==> src/rtl/mem_port_arbiter.sv <==
// Purpose : shares the CPU's single 32-bit memory port between master 0
//           (fetch/load/store) and master 1 (loader/DMA). Arbitration is
//           round-robin or fixed priority with a starvation guard for master 1.
// Latency : grant is combinational in the request cycle; read data returns
//           one cycle after the grant, flagged by the owner's rvalid.
// Backpressure: a master holds req/addr/wdata/wstrb until it sees gnt. It may
//           drop req before being granted, and that has no side effect.
//
// Ports:
//   clk, rst_n                      clock, async active-low reset
//   mX_req/addr/wdata/wstrb (in)    master X request; wstrb == 0 is a read
//   mX_gnt (out)                    transfer accepted this cycle
//   mX_rvalid/rdata (out)           read data for master X (rdata = mem_rdata)
//   mem_addr/wdata/wenable (out)    memory port, driven by the granted master
//   mem_rdata (in)                  memory read data, one cycle after address
module mem_port_arbiter #(
  parameter int PRIORITY_MODE = 0,
  parameter int STARVE_LIMIT  = 8,
  parameter int CNT_W         = 4
) (
  input  logic        clk,
  input  logic        rst_n,
  input  logic        m0_req,
  input  logic [31:0] m0_addr,
  input  logic [31:0] m0_wdata,
  input  logic [3:0]  m0_wstrb,
  output logic        m0_gnt,
  output logic        m0_rvalid,
  output logic [31:0] m0_rdata,
  input  logic        m1_req,
  input  logic [31:0] m1_addr,
  input  logic [31:0] m1_wdata,
  input  logic [3:0]  m1_wstrb,
  output logic        m1_gnt,
  output logic        m1_rvalid,
  output logic [31:0] m1_rdata,
  output logic [31:0] mem_addr,
  output logic [31:0] mem_wdata,
  output logic [3:0]  mem_wenable,
  input  logic [31:0] mem_rdata
);

  localparam logic [CNT_W-1:0] LIMIT = CNT_W'(STARVE_LIMIT);

  logic             last_owner_q, last_owner_d;
  logic [CNT_W-1:0] starve_cnt_q, starve_cnt_d;
  logic             rd_pending_q, rd_pending_d;
  logic             rd_owner_q,   rd_owner_d;

  logic gnt0_raw, gnt1_raw;
  logic starve_hit;
  logic accept;
  logic accept_rd;

  // Master 1 is forced through once it has been denied STARVE_LIMIT times in a row.
  assign starve_hit = (STARVE_LIMIT != 0) && (starve_cnt_q == LIMIT) && m1_req;

  always_comb begin
    gnt0_raw = 1'b0;
    gnt1_raw = 1'b0;
    if (PRIORITY_MODE == 0) begin
      if (m0_req && m1_req) begin
        // Tie goes to whoever did not own the port last.
        gnt0_raw = last_owner_q;
        gnt1_raw = !last_owner_q;
      end else begin
        gnt0_raw = m0_req;
        gnt1_raw = m1_req;
      end
    end else begin
      if (starve_hit) begin
        gnt1_raw = 1'b1;
      end else if (m0_req) begin
        gnt0_raw = 1'b1;
      end else if (m1_req) begin
        gnt1_raw = 1'b1;
      end
    end
  end

  // Grants are suppressed while reset is held so no write can reach memory.
  assign m0_gnt = gnt0_raw && rst_n;
  assign m1_gnt = gnt1_raw && rst_n;

  always_comb begin
    mem_addr    = m0_addr;
    mem_wdata   = m0_wdata;
    mem_wenable = 4'b0000;
    if (m1_gnt) begin
      mem_addr    = m1_addr;
      mem_wdata   = m1_wdata;
      mem_wenable = m1_wstrb;
    end else if (m0_gnt) begin
      mem_wenable = m0_wstrb;
    end
  end

  assign accept    = m0_gnt || m1_gnt;
  assign accept_rd = accept && (mem_wenable == 4'b0000);

  always_comb begin
    last_owner_d = accept ? m1_gnt : last_owner_q;

    starve_cnt_d = starve_cnt_q;
    if (!m1_req || m1_gnt) begin
      starve_cnt_d = '0;
    end else if (starve_cnt_q < LIMIT) begin
      starve_cnt_d = starve_cnt_q + CNT_W'(1);
    end

    // Only a read leaves a one-cycle pending slot; every other edge clears it.
    rd_pending_d = accept_rd;
    rd_owner_d   = accept_rd ? m1_gnt : rd_owner_q;
  end

  always_ff @(posedge clk or negedge rst_n) begin
    if (!rst_n) begin
      last_owner_q <= 1'b1;
      starve_cnt_q <= '0;
      rd_pending_q <= 1'b0;
      rd_owner_q   <= 1'b0;
    end else begin
      last_owner_q <= last_owner_d;
      starve_cnt_q <= starve_cnt_d;
      rd_pending_q <= rd_pending_d;
      rd_owner_q   <= rd_owner_d;
    end
  end

  assign m0_rvalid = rd_pending_q && !rd_owner_q;
  assign m1_rvalid = rd_pending_q &&  rd_owner_q;
  assign m0_rdata  = mem_rdata;
  assign m1_rdata  = mem_rdata;

endmodule

==> config.mk <==
export PLATFORM = sky130hd
export DESIGN_NAME = mem_port_arbiter
export DESIGN_NICKNAME = d
export VERILOG_FILES = /design/src/rtl/mem_port_arbiter.sv
export SDC_FILE = /design/constraint.sdc
export NUM_CORES = 1
export LEC_CHECK = 0
export CAP_MARGIN = 10
export CORE_AREA = 2 2 121 123
export DETAILED_ROUTE_END_ITERATION = 10
export DIE_AREA = 0 0 123 125
export PLACE_DENSITY = 0.51
export SLEW_MARGIN = 20
export SYNTH_ARGS = -nofsm -noshare
export SYNTH_HDL_FRONTEND = slang
export SYNTH_SLANG_ARGS = --single-unit
==> constraint.sdc <==
create_clock -name clk -period 2.2 [get_ports clk]
set_input_delay 0.55 -clock clk [delete_from_list [all_inputs] [get_ports clk]]
set_output_delay 0.55 -clock clk [all_outputs]
set_load 0.05 [all_outputs]
==> metrics <==
CTS Buf Count 3; worst endpoint required time 1650 ps; crit path cell chain a21boi_2, nand2_2, inv_6, buf_12, buf_12, a22o_4, buf_12; post-synthesis simple-gate area fraction 0.528; Detailed Route WL 9120 um; Fin Setup TNS -11.3 ps; CP startpoint kind flip-flop; Max VDD drop 173 uV; Synth top area share 0.490; Total GRT Usage 0.112; share of cells above drive strength 1 0.402; Arr. time, crit path 1660 ps; fin crit share 1.01; Finished Layout Cells 644; Worst path slowest cell dfstp_2; Cells after Synth 300; top cells by area, synth nand2_1 49%, buf_4 31%, dfrtp_1 3.3%, buf_1 2.0%, dfstp_2 1.7%; Power Density 428 nW/um^2; mux cell area share after synthesis 0.00980; complex-gate fraction of the synthesized area 0.0547; WL/cell 14.2 um; Initial Utilization 0.108; row count 44; Slew Limit Fails 0; pre-CTS setup slack -390 ps; Syn Std Cell Area 1530 um^2; crit path from last_owner_q$_DFFE_PN1P_; Synth-to-Final Area Change 209%; Synth cell types 21; max_cap viols 0; crit path capture type primary output; final setup fails 1; worst hold path type input pin to async pin; skew final 2.88 ps; DP HPWL 6580 um; largest net degree at the start of global routing 27; Slew Limit Headroom 0.719; XOR/XNOR Fraction of Synth Area 0; fin crit period 2210 ps; Detailed Route Iter0 Violations 74; Avg Cell Area, Syn 5.10 um^2; CTS tree yes; placed cell count 626; final worst slack -11.3 ps; fin area 4730 um^2; Core ar. 14200 um^2; Root Driver clkbuf_16; final hold violation count 0; nets 633; total I/O pin count 308; Critical Path Max Stage Delay 540 ps; placed inst area 4320 um^2; Slew @ Worst Pin 421 ps; Clock Sinks 3; vias per cell 3.72; Synth area leader nand2_1; Leakage 2.11 nW; outcome finished, violations left; # DRC 0; global-route wire length before repair 13400 um; Clock Path Buffers 2; met2 routed WL 4830 um; Peak Freq 0.452 GHz; sequential share of the synthesized area 0.0498; CTS clk-pin slew, worst paths 30 ps; Die ar. 15400 um^2; largest family of logic cells by synthesized area simple AND/OR/NAND/NOR gates; routed wl met3 942 um; drt first pass iters 4; Chip Height 125 um; Met1 Wirelength 3190 um; YS warnings 0; CP max FO 8; PortBufs 211; commonest cells in the synthesized netlist 200 x nand2_1, 64 x buf_4, 8 x buf_1; hold buffer count at CTS 0; adder-cell share of the synthesized area 0; vias in the first global route 2493; most frequent cell after synthesis nand2_1; total power 2.03 mW; #FFs+latches synth 3; Most common cell on crit path buf_12; die width 123 um; n_diodes 0; failing checks setup timing; depth of the CTS H-tree 1; post-detailed-route count of antenna-violating nets 0; Top FF cell, synth dfrtp_1; Crit Reg-Reg Startpoint last_owner_q$_DFFE_PN1P_; grt ovf 0; Post-synth EDFFs 0; initial antenna violation count 0; GPL Wtd Cong 0.770; clk_lat worst skew 220 ps; RSZ-0062 raised after global routing true; Syn Nets 472; top sig layer met4; CP Class flip-flop to primary output; Async S/R FF share, synth 1.00; total number of vias 2395
[registers in the layout (all words and copies together) (netlist names)]
signal / flops
last_owner_q: 1
rd_owner_q: 1
rd_pending_q: 1
[where the power goes]
group	internal, mW	switching [mW]	leakage [nW]	total, mW
clock	0.239	0.0489	0.0382	0.288
sequential	0.0683	0.00776	0.0372	0.0760
combinational	0.858	0.806	2.04	1.66
total	1.17	0.862	2.11	2.03
[cells by family after synthesis]
family                 count (synthesis)
AOI/OAI and AO/OA                      8
and+or+nand+nor                      207
buffers and inverters                 81
DFF                                    3
muxes                                  1
[layout make-up]
class                      instances  area, um^2
multi-input combinational        216        1140
fill                            1445        9470
sequential                         3        76.3
inverter                           2        12.5
tap                              184         230
timing repair buffer             235        3190
clock buffer                       4        78.8
[worst max-delay path, delay by kind of cell (launching register included)]
family | cells | cell delay, ps
compound gates | 2 | 290
simple gates | 1 | 120
flops | 1 | 540
buf+inv | 4 | 470
[cell usage in the layout (no fill, tap or decap), drive strengths merged, types with 2 or more instances in the layout]
cell / instances
a22o: 2
buf: 96
clkbuf: 5
clkdlybuf4s15: 2
clkdlybuf4s50: 136
dfrtp: 2
inv: 2
nand2: 200
nand2b: 2
nor2b: 2
o32ai: 4
[final timing paths]
check	slack, ps	depth (start not counted)	endpoint
max	-10	7	mem_wenable[3]
min	370	2	rd_pending_q$_DFF_PN0_
max reg2reg	320	5	rd_owner_q$_DFFE_PN0P_
min reg2reg	540	1	rd_owner_q$_DFFE_PN0P_
max in group asynchronous	1640	2	last_owner_q$_DFFE_PN1P_
min in group clk	540	1	rd_owner_q$_DFFE_PN0P_
[per-stage QoR]
| stage | util | hold WS [ps] |
|---|---|---|
| final | 0.333 | 372 |
| after global routing | 0.333 | 386 |
| after CTS | 0.328 | 374 |
| after detailed placement | 0.304 | 526 |
| after global placement | 0.304 | 525 |
| after floorplan | - | 254 |
[per-layer routing]
metal  vias up  track usage
li1       1166            -
met1      1068        0.120
met2       143        0.211
met3        18       0.0342
met4         0       0.0261
met5         -            0
[repair_timing]
| item | CTS | global route |
|---|---|---|
| cloned | 6 | 1 |
| hold endpoints to repair | 0 | 0 |
| setup endpoints to repair | 71 | 67 |
| buffers inserted | 9 | 0 |
| gates resized for setup | 27 | 10 |
| pin swaps | 7 | 0 |
Power figures use the tool's default switching activity.
